## config.mk

```make
export PLATFORM = sky130hd
export DESIGN_NAME = sample_avg
export DESIGN_NICKNAME = d
export VERILOG_FILES = /design/src/rtl/gr02_pkg.sv /design/src/rtl/edge_det.sv /design/src/rtl/sample_avg.sv
export SDC_FILE = /design/constraint.sdc
export NUM_CORES = 1
export LEC_CHECK = 0
export BUFFER_PORTS_ARGS = -buffer_cell sky130_fd_sc_hd__buf_4
export CELL_PAD_IN_SITES_DETAIL_PLACEMENT = 1
export CELL_PAD_IN_SITES_GLOBAL_PLACEMENT = 2
export CORE_MARGIN = 2
export CORE_UTILIZATION = 30
export CTS_CLUSTER_SIZE = 10
export DETAILED_ROUTE_END_ITERATION = 10
export GPL_TIMING_DRIVEN = 0
export PLACE_DENSITY = 0.74
export SLEW_MARGIN = 20
export SYNTH_ARGS = -nofsm -noshare
export SYNTH_HDL_FRONTEND = slang
export SYNTH_SLANG_ARGS = --single-unit
```

## constraint.sdc

```tcl
create_clock -name clk -period 1.9 [get_ports clk]
set_clock_uncertainty 0.15 [all_clocks]
set_input_delay 0.19 -clock clk [delete_from_list [all_inputs] [get_ports clk]]
set_output_delay 0.19 -clock clk [all_outputs]
set_load 0.01 [all_outputs]
```

## src/rtl/gr02_pkg.sv

```systemverilog
// Shared constants and types for the sample averaging block.
package gr02_pkg;

  localparam int CODE_W       = 8;
  localparam int AVG_LOG2_MAX = 6;

  typedef enum logic {
    EMPTY = 1'b0,
    FULL  = 1'b1
  } out_state_t;

endpackage

```

## src/rtl/edge_det.sv

```systemverilog
// Registered falling-edge detector: fall_q pulses for one cycle, one cycle
// after the cycle in which sig_in is seen low following a high.
module edge_det (
  input  logic clk,
  input  logic n_rst,
  input  logic sig_in,
  output logic fall_q
);

  logic sig_q;

  // NOTE: sequential state uses non-blocking assignments only, so every
  // register samples the pre-edge values of its neighbours.
  always_ff @(posedge clk) begin
    if (n_rst) begin
      sig_q  <= 1'b0;
      fall_q <= 1'b0;
    end else begin
      sig_q  <= sig_in;
      fall_q <= sig_q & ~sig_in;
    end
  end

endmodule

```

## src/rtl/sample_avg.sv

```systemverilog
// Averages 2^AVG_LOG2 trigger-qualified codes and presents the truncated mean
// on a valid/ready output with a sticky overrun flag.
module sample_avg
  import gr02_pkg::*;
#(
  parameter int AVG_LOG2 = 4
) (
  input  logic                clk,
  input  logic                n_rst,
  input  logic                trig_in,
  input  logic [CODE_W-1:0]   code_in,
  input  logic                avg_ready,
  output logic [CODE_W-1:0]   avg_out,
  output logic                avg_valid,
  output logic                overrun,
  output logic [AVG_LOG2:0]   sample_cnt
);

  localparam int                ACC_W   = CODE_W + AVG_LOG2;
  localparam logic [AVG_LOG2:0] CNT_ONE = (AVG_LOG2 + 1)'(1);
  localparam logic [AVG_LOG2:0] WIN     = (AVG_LOG2 + 1)'(1 << AVG_LOG2);

  if (AVG_LOG2 < 0 || AVG_LOG2 > AVG_LOG2_MAX) begin : g_bad_param
    $error("sample_avg: AVG_LOG2 out of range");
  end

  logic                sample_en;
  logic [ACC_W-1:0]    acc;
  logic [ACC_W-1:0]    acc_sum;
  logic [AVG_LOG2:0]   cnt_next;
  logic                done;
  out_state_t          state_q;
  out_state_t          state_d;
  logic                set_ovr;

  edge_det u_edge_det (
    .clk    (clk),
    .n_rst  (n_rst),
    .sig_in (trig_in),
    .fall_q (sample_en)
  );

  // The sum includes the sample being taken, so the window closes on it.
  assign acc_sum  = acc + ACC_W'(code_in);
  assign cnt_next = sample_cnt + CNT_ONE;
  assign done     = sample_en && (cnt_next == WIN);

  // NOTE: the reset clears every register here, including the accumulator, so a
  // partial window never leaks into the first result after reset.
  always_ff @(posedge clk) begin
    if (n_rst) begin
      acc        <= '0;
      sample_cnt <= '0;
    end else if (done) begin
      acc        <= '0;
      sample_cnt <= '0;
    end else if (sample_en) begin
      acc        <= acc_sum;
      sample_cnt <= cnt_next;
    end
  end

  always_ff @(posedge clk) begin
    if (n_rst) begin
      avg_out <= '0;
      overrun <= 1'b0;
    end else begin
      if (done) begin
        avg_out <= acc_sum[ACC_W-1:AVG_LOG2];
      end
      if (set_ovr) begin
        overrun <= 1'b1;
      end
    end
  end

  always_ff @(posedge clk) begin
    if (n_rst) begin
      state_q <= EMPTY;
    end else begin
      state_q <= state_d;
    end
  end

  // NOTE: every output of this block is given a default first, so no path
  // leaves a variable unassigned and no latch is inferred.
  always_comb begin
    state_d = state_q;
    set_ovr = 1'b0;
    case (state_q)
      EMPTY: begin
        if (done) state_d = FULL;
      end
      FULL: begin
        if (done) begin
          state_d = FULL;
          set_ovr = ~avg_ready;
        end else if (avg_ready) begin
          state_d = EMPTY;
        end
      end
      default: state_d = EMPTY;
    endcase
  end

  assign avg_valid = (state_q == FULL);

endmodule

```

==> results of run 1 <==
## metrics by stage
step	area, µm²	setup TNS [ns]
global route	2370	-0.383
floorplan	1640	0
CTS	2200	0
global placement	1930	-2.92
detailed placement	1930	-3.68
finish	2370	-0.0374
## flip-flops by register name, indices dropped and copies added, names as in the netlist
register and flops:
sample_cnt 5, u_edge_det.fall_q 1, avg_out 8, avg_valid 1
u_edge_det.sig_q 1, overrun 1, acc 12
## layer usage
| layer | wire [µm] | share of wire (%) | track usage [%] |
|---|---|---|---|
| met2 | 2580 | 52 | 29.7 |
| met1 | 2170 | 44 | 19.1 |
| met5 | 0 | 0 | 0 |
| met3 | 120 | 2.4 | 3.10 |
| met4 | 57 | 1.2 | 5.44 |
## cell usage after synthesis (2+ instances only)
library cell	number	share of area (%)
dfxtp_1	29	35
nor2_1	18	4.1
nand2_1	16	3.7
a21oi_1	14	4.3
ha_1	10	7.6
nand3_1	10	3.0
o21ai_0	10	3.0
a21o_1	9	4.1
mux2i_1	7	4.3
xor2_1	7	3.7
a211oi_1	5	2.3
nand4_1	5	1.9
or3_1	5	1.9
inv_1	4	0.91
xnor2_1	4	2.1
buf_2	3	0.91
a311oi_1	2	1.1
a31oi_1	2	0.76
a32o_1	2	1.2
clkbuf_1	2	0.46
nand2_2	2	0.76
nor2b_1	2	0.76
nor3_1	2	0.61
o211ai_1	2	0.91
## logic make-up after synthesis
kind of cell	count (synthesis)	share of synthesized area, %
fa+ha+maj	11	8.83
xor+xnor	11	5.86
buf+inv	12	3.65
mux	7	4.26
flops	29	35.3
simple gates	70	22.1
compound gates	50	20.0
## critical path, delay by kind of cell (launching register included)
family / cells / cell delay [ns]
flip-flops: 1 / 0.33
AO/OA/AOI/OAI: 2 / 0.35
AND/OR/NAND/NOR: 3 / 0.78
adder cells (fa/ha/maj): 1 / 0.25
## layout by cell type, fill, tap and decap left out, drive strengths merged, types with 2 or more instances in the layout
master,synthesis,routed
nand2,18,18
buf,6,42
xor2,7,7
nand3,10,10
xnor2,4,4
o21ai,10,10
nand4,5,5
a311oi,2,2
inv,4,4
clkbuf,2,9
nor3,2,2
and3,2,2
a21o,9,9
mux2i,7,7
nor2,18,18
ha,10,10
a31oi,2,2
o211ai,2,2
nor2b,2,2
a211oi,5,5
a21oi,14,14
a32o,2,2
dfxtp,29,29
or3,5,5
## final cells by class
type	count	share of cell area [%]
buffer	7	2.32
clock buffer	7	3.64
clock inverter	1	1.26
inverter	4	0.632
multi-input combinational	149	50.9
sequential	29	24.9
tap	70	3.69
timing repair buffer	38	12.6
## how the worst max path moves through the flow
stage               cells after the start            end  slack, ns     startpoint
floorplan                               7     avg_out[5]      0.005  sample_cnt[0]
global placement                        7  sample_cnt[4]      -0.21  sample_cnt[0]
detailed placement                      7  sample_cnt[0]      -0.25  sample_cnt[0]
CTS                                     6         acc[7]      0.001         acc[3]
global route                            6         acc[7]       -0.1         acc[3]
finish                                  6         acc[7]      -0.04         acc[1]
## power by group
part / total, mW / leakage, nW / switching, mW / internal [mW]
sequential: 0.622 / 0.237 / 0.00784 / 0.614
clock: 0.669 / 0.0585 / 0.242 / 0.427
combinational: 0.182 / 0.626 / 0.0945 / 0.0878
## repair_timing
action                     CTS  global route
pin swaps                   12            21
hold endpoints to repair     2             0
resized for setup           31            24
setup endpoints to repair   26            25
hold buffers                 1             0
cloned                       0             0
setup buffers                5             6
==> results.toml, run 1 <==
[final_layout]
count_of_antenna_diodes_in_the_layout = 0
total_nets_final = 257
multi_input_area_um2 = 1210
register_area_um2 = 592
area_growth_synth_to_finish_pct = 44.4
postLayoutCoreUtil_pct = 45.6
post_layout_nonfiller_instances = 305
post_route_cells_drive_above_1_share_pct = 37.4
fillers = 616

[place]
place_ws_ns = -0.253
dpl.hpwl_um = 3420
numPlacedInstances = 286
placer_congestion_estimate = 0.788
port_buffers = 26

[worst_setup_path]
critical_path.cell_chain = "ha_4 -> a21o_1 -> and4_4 -> nor2_2 -> or4_1 -> a31oi_1"
required_time_of_the_critical_path_ns = 1.96
timing.critical_path.fanout_max = 4
worstReg2RegEnd = "acc[7]"
worst_setup_path_end_kind = "flop"
r2r_start = "acc[1]"
worstRegToRegCells = 6
setup.worst_path.class = "flop to flop"
crit_path_max_incr_delay_ns = 0.47
cp_data_arrival_time_ns = 2.00
regToRegSetupSlack_ns = -0.04
critPathSlowestCell = "or4_1"
timing.critical_path.from_type = "flop"

[die]
std_cell_rows = 26
die-area_um2 = 6090
die_y_um = 78.0
io_pins = 27
floorplan_die_width_um = 78.0
floorplan.initialDensity_pct = 31.6
core_area_um2 = 5200

[sta]
setup_viol_count_final = 2
worst_pin_slew_ns = 0.530
hold_violations = 0
final_min_period_over_clock_period_pct = 102
worst_slack_ns = -0.0372
period_needed_ns = 1.94
maxSlewHeadroom_pct = 64.7
max_freq_mhz = 516
drv_slew = 0
grt_setup_unrepaired = "yes"
fin_hold_ws_ns = 0.0528

[synth]
yosys_warnings = 0
ys_ff_latch = 29
synth-main-ff-cell = "dfxtp_1"
synth_cell_type_count = 42
syn_avg_cell_area_um2 = 8.65
synth_nets = 213
total_standard_cell_area_after_synthesis_um2 = 1640
synth_instances = 190
synth-edff-count = 0
ys_async_sr_fraction_pct = 0
synth.yosys.seq_area_share_pct = 35.3

[global_route]
grt_antenna_before_repair = 0
grt_first_pass_wirelength_um = 7820
global_route.usage.total_pct = 16.3
vias_in_the_first_global_route = 1634
grt_remaining_overflow = 0
grt_max_degree = 11

[outcome]
result_of_the_run = "complete, but fails checks"
violations = "negative setup slack"

[clocking]
root_buffer = "clkbuf_8"
insertion_delay_ns = 0.28
cts.htree.levels = 2
cts-root-to-sink-buffers = 2
path_clk_slew_ns = 0.07
clock_sink_count = 29
cts_tree = "built"
cts_inserted_buffers = 5

[pwr]
leakage_nw = 0.922
worst_ir_drop_vdd_v = 0.000295
total_power_mw = 1.47
powerDensity_nw_per_um2 = 620

[min_path]
depth_of_the_worst_hold_timing_path = 3
hold_end = "acc[11]"
hold_path_startpoint = "n_rst"
worst_hold_path_type = "primary input to flop"

[route]
post_drt_via_cell_ratio = 5.20
routed_wire_length_um = 4930
drc = 0
detail-route-antenna-nets = 0
drt_first_iter_violations = 47
wire_per_inst_um = 16.2
via_total_after_detailed_routing = 1585
drt_first_pass_iters = 4

[run]
drv.max_cap_violation_count = 0
(Power assumes the default switching activity.)
==> inputs of run 2 (changes only) <==
- CORE_UTILIZATION: 30 -> 36
- PLACE_DENSITY: 0.74 -> 0.82
- SYNTH_HIERARCHICAL: unset -> 1
- clock period: 1.9 -> 2.35 ns (I/O delays scaled with it)
==> run 2 against run 1 <==
Effect of this change:
- the run now ends clean
- sequential power down 18%
- count of clock-buffer cells in the layout down 2
- wire length decreased by 16%
- power shrank 29%
- largest power group is now sequential cells
- highest routed layer unchanged
==> results.toml, run 2 <==
[worst_setup_path]
setup.worst_path.class = "flop to flop"
required_time_of_the_critical_path_ns = 2.41
timing.critical_path.fanout_max = 5
crit_path_max_incr_delay_ns = 0.41
cp_data_arrival_time_ns = 2.24
timing.critical_path.from_type = "flop"
worst_setup_path_end_kind = "flop"
critical_path.cell_chain = "ha_1 -> a21o_1 -> and4_1 -> o21ai_1 -> mux2_2 -> a21oi_1"
critPathSlowestCell = "o21ai_1"

[min_path]
worst_hold_path_type = "primary input to flop"

[pwr]
powerDensity_nw_per_um2 = 507
worst_ir_drop_vdd_v = 0.000266
leakage_nw = 0.832
total_power_mw = 1.05

[clocking]
cts_inserted_buffers = 5
insertion_delay_ns = 0.28
cts-root-to-sink-buffers = 2
cts_tree = "built"
clock_sink_count = 29
path_clk_slew_ns = 0.07
cts.htree.levels = 2
root_buffer = "clkbuf_8"

[place]
placer_congestion_estimate = 0.722
dpl.hpwl_um = 3130
port_buffers = 26

[die]
die-area_um2 = 5200
core_area_um2 = 4410
die_y_um = 72.1
floorplan_die_width_um = 72.1
io_pins = 27
floorplan.initialDensity_pct = 37.9
std_cell_rows = 24

[global_route]
global_route.usage.total_pct = 16.6
grt_antenna_before_repair = 0
vias_in_the_first_global_route = 1483
grt_remaining_overflow = 0
grt_max_degree = 11
grt_first_pass_wirelength_um = 6880

[route]
routed_wire_length_um = 4160
drt_first_pass_iters = 4
wire_per_inst_um = 14.9
via_total_after_detailed_routing = 1454
post_drt_via_cell_ratio = 5.23
detail-route-antenna-nets = 0
drc = 0
drt_first_iter_violations = 54

[sta]
period_needed_ns = 2.18
max_freq_mhz = 458
final_min_period_over_clock_period_pct = 92.9
drv_slew = 0
grt_setup_unrepaired = "no"
maxSlewHeadroom_pct = 56.8
fin_hold_ws_ns = 0.159
hold_violations = 0
timing.setup.tns_ns = 0
worst_pin_slew_ns = 0.648
setup_viol_count_final = 0

[synth]
synth_xor_xnor_area_share_pct = 6.81
synth_top_family_by_area = "simple AND/OR/NAND/NOR gates"
synth-main-ff-cell = "dfxtp_1"
synth_top_cells_by_area = "dfxtp_1 35%, ha_1 7.5%, xor2_1 4.7%"
ys_ff_latch = 29
synth_nets = 210
synthTopCellsByCount = "29 x dfxtp_1, 20 x nor2_1, 13 x a21oi_1"
yosys.area_share.adder_pct = 8.68
synthDominantAreaCellType = "dfxtp_1"
yosys.cell_count.top_type = "dfxtp_1"
syn_avg_cell_area_um2 = 8.94
total_standard_cell_area_after_synthesis_um2 = 1670
ys_async_sr_fraction_pct = 0
synth.mux.area_fraction_pct = 5.54
yosys_warnings = 6
synth_instances = 187
compound_gate_portion_of_the_synthesized_area_pct = 18.3
simple_gate_fraction_of_synth_area_pct = 21.1
synth-edff-count = 0
synth.yosys.seq_area_share_pct = 34.7
synth_largest_type_area_fraction_pct = 34.7
synth_cell_type_count = 45

[final_layout]
largest_register = "acc"
final_cell_mix = "29 x buf_4, 29 x dfxtp_1, 20 x nor2_1, 13 x a21oi_1, 12 x nand2_1"
area_growth_synth_to_finish_pct = 23.6
fillers = 532
largest_register_ff_count = 12
postLayoutCoreUtil_pct = 46.8
total_nets_final = 248
post_route_cells_drive_above_1_share_pct = 22.6
count_of_antenna_diodes_in_the_layout = 0
reg_top3 = "acc: 12 flops, avg_out: 8 flops, sample_cnt: 5 flops"

[outcome]
result_of_the_run = "completed"

[run]
drv.max_cap_violation_count = 0
## run 2: stage by stage
stage | instance area (µm²) | setup slack, ns | cells
3_3_place_gp | 1930 | 0.175 | 265
4_1_cts | 2050 | 0.113 | 276
2_1_floorplan | 1670 | 0.382 | 187
3_5_place_dp | 1930 | 0.147 | 265
5_1_grt | 2070 | 0.0105 | 278
6_report | 2070 | 0.167 | 278
## run 2: routing by layer
metal	part of all wire (%)	wire length (µm)	GRT usage (%)
met1	48	1980	21.1
met2	49	2030	29.0
met3	2.7	114	2.92
met5	0	0	0
met4	0.82	34	4.40
## run 2: area by class of cell
cell class / instances / area (µm²) / area share (%)
buffer: 10 / 65.1 / 3.15
clock buffer: 5 / 68.8 / 3.33
clock inverter: 3 / 17.5 / 0.848
inverter: 4 / 15.0 / 0.727
multi-input combinational: 144 / 1010 / 49.1
sequential: 29 / 581 / 28.1
tap: 52 / 65.1 / 3.15
timing repair buffer: 31 / 240 / 11.6
## run 2: repair_timing
action | in CTS | in global routing
hold buffers | 3 | 0
setup buffers | 0 | 2
setup endpoints to repair | 0 | 11
endpoints found under the hold margin | 2 | 0
resized for setup | 0 | 1
## run 2: final timing paths
kind / endpoint / cells past startpoint / from / slack, ns
worst max-delay path: acc[9] / 6 / acc[1] / 0.17
worst min-delay path: avg_valid / 4 / avg_ready / 0.16
worst max register to register: acc[9] / 6 / acc[1] / 0.17
worst min register to register: acc[7] / 2 / acc[7] / 0.32
## run 2: worst max-delay path: cells and delay by family, from the launching register on
kind                     cells  cell delay [ns]
AO/OA/AOI/OAI                3             0.69
adder cells (fa/ha/maj)      1             0.25
flip-flops                   1             0.38
AND/OR/NAND/NOR              1             0.25
multiplexers                 1             0.39
## run 2: kinds of logic after synthesis
group | count (synthesis)
and+or+nand+nor | 67
muxes | 9
DFF | 29
AOI/OAI and AO/OA | 44
adders and majority gates | 11
buffers and inverters | 14
xor gates and xnor gates | 13
## run 2: report_power, final
part,internal (mW),switching (mW),total (mW)
Combinational,0.0617,0.0684,0.130
Sequential,0.501,0.00650,0.507
Clock,0.204,0.206,0.410
Total,0.766,0.281,1.05
